File: src/rtl/stream_rr_arbiter_pkg.sv
// Shared helpers for the round-robin stream arbiter.
// Index arithmetic here is modulo the requester count, not modulo 2^width.
package stream_rr_arbiter_pkg;

   function automatic int unsigned wrap_inc(input int unsigned idx, input int unsigned n);
      return (idx + 1 >= n) ? 0 : idx + 1;
   endfunction

endpackage

File: src/rtl/stream_rr_arbiter_rr_priority_encoder.sv
// Combinational round-robin priority encoder: first set request at or after
// prio_i, wrapping at p_width (non-power-of-two widths wrap correctly).
module RRPriorityEncoder
   import stream_rr_arbiter_pkg::*;
#(
   parameter int unsigned p_width = 4
) (
   input  logic [p_width-1:0]         req_i,
   input  logic [$clog2(p_width)-1:0] prio_i,
   output logic [p_width-1:0]         gnt_o,
   output logic [$clog2(p_width)-1:0] gnt_idx_o,
   output logic                       any_o
);

   localparam int unsigned IW = $clog2(p_width);

   int unsigned scan_idx;
   logic        found;

   always_comb begin
      gnt_o     = '0;
      gnt_idx_o = '0;
      found     = 1'b0;
      scan_idx  = 32'(prio_i);
      for (int k = 0; k < p_width; k++) begin
         if (!found && req_i[IW'(scan_idx)]) begin
            found                 = 1'b1;
            gnt_o[IW'(scan_idx)]  = 1'b1;
            gnt_idx_o             = IW'(scan_idx);
         end
         scan_idx = wrap_inc(scan_idx, p_width);
      end
      any_o = found;
   end

endmodule

File: src/rtl/stream_rr_arbiter.sv
// Round-robin arbiter merging p_num_req valid/ready streams into one, with
// zero-latency forwarding and a grant lock held across back-pressure.
module stream_rr_arbiter
   import stream_rr_arbiter_pkg::*;
#(
   parameter type         t_msg     = logic [31:0],
   parameter int unsigned p_num_req = 4
) (
   input  logic                         clk,
   input  logic                         rst,
   input  t_msg                         req_msg_i [p_num_req],
   input  logic [p_num_req-1:0]         req_val_i,
   output logic [p_num_req-1:0]         req_rdy_o,
   output t_msg                         gnt_msg_o,
   output logic                         gnt_val_o,
   input  logic                         gnt_rdy_i,
   output logic [$clog2(p_num_req)-1:0] gnt_id_o
);

   localparam int unsigned IDW = $clog2(p_num_req);

   logic [IDW-1:0]       prio_q, prio_d;
   logic [IDW-1:0]       lock_id_q, lock_id_d;
   logic                 locked_q, locked_d;
   logic [IDW-1:0]       arb_idx, grant_idx;
   logic [p_num_req-1:0] arb_onehot, lock_onehot, sel_onehot;
   logic                 arb_any, grant_act, xfer, stall;

   RRPriorityEncoder #(.p_width(p_num_req)) u_enc (
      .req_i     (req_val_i),
      .prio_i    (prio_q),
      .gnt_o     (arb_onehot),
      .gnt_idx_o (arb_idx),
      .any_o     (arb_any)
   );

   // While locked the grant ignores every other val, even if the owner drops its own.
   assign grant_idx  = locked_q ? lock_id_q : arb_idx;
   assign sel_onehot = locked_q ? lock_onehot : arb_onehot;
   assign grant_act  = !rst && (locked_q || arb_any);

   assign gnt_val_o = grant_act && req_val_i[grant_idx];
   assign gnt_msg_o = req_msg_i[grant_idx];
   assign gnt_id_o  = rst ? '0 : grant_idx;

   genvar gi;
   generate
      for (gi = 0; gi < p_num_req; gi++) begin : g_fanout
         assign lock_onehot[gi] = (lock_id_q == IDW'(gi));
         assign req_rdy_o[gi]   = grant_act && sel_onehot[gi] && gnt_rdy_i;
      end
   endgenerate

   assign xfer  = gnt_val_o && gnt_rdy_i;
   assign stall = gnt_val_o && !gnt_rdy_i;

   always_comb begin
      prio_d    = prio_q;
      locked_d  = locked_q;
      lock_id_d = lock_id_q;
      if (xfer) begin
         prio_d   = IDW'(wrap_inc(32'(grant_idx), p_num_req));
         locked_d = 1'b0;
      end else if (stall && !locked_q) begin
         locked_d  = 1'b1;
         lock_id_d = grant_idx;
      end
   end

   always_ff @(posedge clk) begin
      if (rst) begin
         prio_q    <= '0;
         locked_q  <= 1'b0;
         lock_id_q <= '0;
      end else begin
         prio_q    <= prio_d;
         locked_q  <= locked_d;
         lock_id_q <= lock_id_d;
      end
   end

endmodule

File: config.mk
export PLATFORM = sky130hd
export DESIGN_NAME = stream_rr_arbiter
export DESIGN_NICKNAME = d
export VERILOG_FILES = /design/src/rtl/stream_rr_arbiter_pkg.sv /design/src/rtl/stream_rr_arbiter_rr_priority_encoder.sv /design/src/rtl/stream_rr_arbiter.sv
export SDC_FILE = /design/constraint.sdc
export NUM_CORES = 1
export LEC_CHECK = 0
export BUFFER_PORTS_ARGS = -buffer_cell sky130_fd_sc_hd__buf_2
export CAP_MARGIN = 20
export CELL_PAD_IN_SITES_DETAIL_PLACEMENT = 1
export CELL_PAD_IN_SITES_GLOBAL_PLACEMENT = 2
export CORE_MARGIN = 3
export CORE_UTILIZATION = 19
export CTS_BUF_LIST = sky130_fd_sc_hd__clkbuf_4
export CTS_CLUSTER_DIAMETER = 80
export DETAILED_ROUTE_END_ITERATION = 10
export PLACE_DENSITY = 0.91
export SLEW_MARGIN = 20
export SYNTH_ARGS = -nofsm -noshare
export SYNTH_HDL_FRONTEND = slang
export SYNTH_SLANG_ARGS = --single-unit
File: constraint.sdc
create_clock -name clk -period 7.32 [get_ports clk]
set_input_delay 0.366 -clock clk [delete_from_list [all_inputs] [get_ports clk]]
set_output_delay 0.366 -clock clk [all_outputs]
set_load 0.005 [all_outputs]
==> impl_metrics.tcl <==
set metrics [dict create \
    grt_max_degree 40 \
    synth_cell_types 52 \
    cts_max_path_buffers 2 \
    drive_gt1_share_pct 41.9 \
    ant_nets 0 \
    outcome "finished clean" \
    clkSinkCount 5 \
    synth_nets 472 \
    crit_chain "inv_2 > ha_1 > mux4_2 > o221ai_1 > a32oi_1 > o21ai_4 > buf_4 > nand2_1 > and3_1 > a31oi_1 > buf_2" \
    syn-mean-instance-area_um2 6.08 \
    clock_latency_ns 0.24 \
    h-tree-depth 1 \
    synth-compound-area-share_pct 28.9 \
    worst_pin_slew_ns 0.817 \
    synth_cells 330 \
    stdcell_area_mm2 0.00297 \
    slowest_delay_ns 0.79 \
    initialDrtViolationCount 82 \
    startpoint_type "register" \
    layout_commonest_cell "buf_2" \
    yosys_warnings 0 \
    slew_headroom_pct 45.3 \
    p_leak_nw 1.60 \
    cts_hold_buf 0 \
    required_ns 6.95 \
    post_cts_buffers 0 \
    wl_um 9710 \
    placedInstanceArea_mm2 0.00294 \
    synthAdderAreaFrac_pct 4.37 \
    skew_ns 0.00442 \
    placementRows 36 \
    setup_violations 0 \
    gr-total-overflow 0 \
    p_per_area_mw_per_mm2 478 \
    drt-wirelength-per-cell_um 15.7 \
    synth_top_family_by_area "simple AND/OR/NAND/NOR gates" \
    port_buffers 173 \
    path_clk_slew_ns 0.04 \
    tns_ns 0 \
    period_needed_ns 5.00 \
    crit_path_top_delay_cell "dfxtp_1" \
    synthMuxAreaShare_pct 8.30 \
    areaGrowthSynthToFinish_pct 48.0 \
    crit_arrival_ns 4.63 \
    seq_area_frac_synth_pct 4.99 \
    cp-end-kind "output port" \
    ys_ff_latch 5 \
    layout_common_cells "buf_2 (173), nand2_1 (142), a31oi_1 (33)" \
    ios 174 \
    peakVddDrop_uv 231 \
    yosys.area_share.simple_pct 44.3 \
    post_cts_resize_count 0 \
    die_w_um 109 \
    period_share_pct 68.3 \
    dp_hpwl_um 7850 \
    max_cap_violations 0 \
    die-area_mm2 0.0118 \
    track_usage_pct 15.2 \
    cts_buffers 3 \
    cts_root_buf "clkbuf_4" \
    nNetsFinal 627 \
    routed_via_density 4.85 \
    die_h_um 109 \
    syn_area_mm2 0.00201 \
    cp_max_fo 37 \
    core_mm2 0.0100 \
    max_freq_mhz 200 \
    drc 0 \
    synth-xor-area-share_pct 0.437 \
    cts_tree "done" \
    cp_top_family "compound AO/OA/AOI/OAI gates" \
    rsz0062_at_grt "false" \
    first_pass_iters 5 \
    antenna_found_initial 0 \
    grt_pass1_vias 3074 \
    fillCellCount 1383 \
    grt_pass1_wl_um 14600 \
    hold_path.class "primary input to register" \
    place.gp.congestion 0.833 \
    via_count 2994 \
    worstSetupPathType "register to output port" \
    start_util_pct 20.1 \
    hold_viol 0 \
    antenna_cells 0 \
    path_buf_inv 3 \
    drv_slew 0 \
]
report_power, final:
part / internal (mW) / switching (mW)
Combinational: 0.546 / 0.768
Sequential: 0.0366 / 0.0319
Clock: 0.0243 / 0.0118
routing by layer:
layer  up-vias  track usage [%]  wire length [um]
li1       1475                -                 -
met1      1396             17.2              3790
met2       111             28.7              5110
met3        12             3.37               670
met4         0             3.70               144
met5         -                0                 0
cells by family after synthesis:
group | after synthesis
and+or+nand+nor | 197
AOI/OAI and AO/OA | 72
buffers and inverters | 36
muxes | 12
adders and majority gates | 7
DFF | 5
xor gates and xnor gates | 1
through the flow:
step	instances	worst slack (ns)	total power [mW]	hold WS, ns	utilization, %
2_1_floorplan	330	3.88	0.941	0.431	-
3_3_place_gp	613	2.68	1.38	0.501	29.4
3_5_place_dp	613	2.50	1.41	0.529	29.4
4_1_cts	617	2.23	1.45	0.395	29.7
5_1_grt	617	1.87	1.59	0.406	29.7
6_report	617	2.32	1.42	0.400	29.7
synth_stat cells (all sizes together):
master   instances  area [um^2]
xnor2            1         8.76
a21boi           1         7.51
o41a             1         11.3
or4              2         18.8
a211oi           3         27.5
o221ai           1         8.76
and2             1         6.26
a2111oi          1         27.5
mux4             3         67.6
nand2          142          533
o21a             1         8.76
o211ai           4         57.6
and3b            1         8.76
nor2b            1         6.26
buf             14         92.6
mux2             1         15.0
mux2i            8         83.8
o21ai            5         25.0
o21ba            1         10.0
dfxtp            5          100
nor3b            1         12.5
inv              9         33.8
a32oi            1         8.76
o41ai            1         27.5
a31oi           33          206
ha               7         87.6
a221oi           1         8.76
a21oi            9         56.3
a311oi           1         15.0
nand4            3         40.0
a21o             2         15.0
nand3            1         5.00
clkbuf          13         48.8
nor3             2         10.0
o211a            1         10.0
and3            33          208
a222oi           4         40.0
nor2            10         40.0
o21bai           1         7.51
sequential cells by signal (all words and copies together) (netlist names):
register / cells
locked_q: 1
lock_id_q: 2
prio_q: 2
area by class of cell:
cell class / count / area [um^2] / share of cell area, %
inverter: 9 / 33.8 / 1.14
tap: 133 / 166 / 5.61
clock buffer: 4 / 30.0 / 1.01
multi-input combinational: 289 / 1740 / 58.7
timing repair buffer: 177 / 896 / 30.2
sequential: 5 / 100 / 3.37
final timing paths:
path	startpoint	endpoint	slack (ns)	cells past startpoint
min	rst	prio_q[0]	0.40	2
max reg2reg	prio_q[0]	locked_q	2.91	10
min reg2reg	lock_id_q[0]	lock_id_q[0]	0.54	2
max	prio_q[0]	gnt_msg_o[22]	2.32	11
No activity file was read; power rests on OpenSTA's default activity.
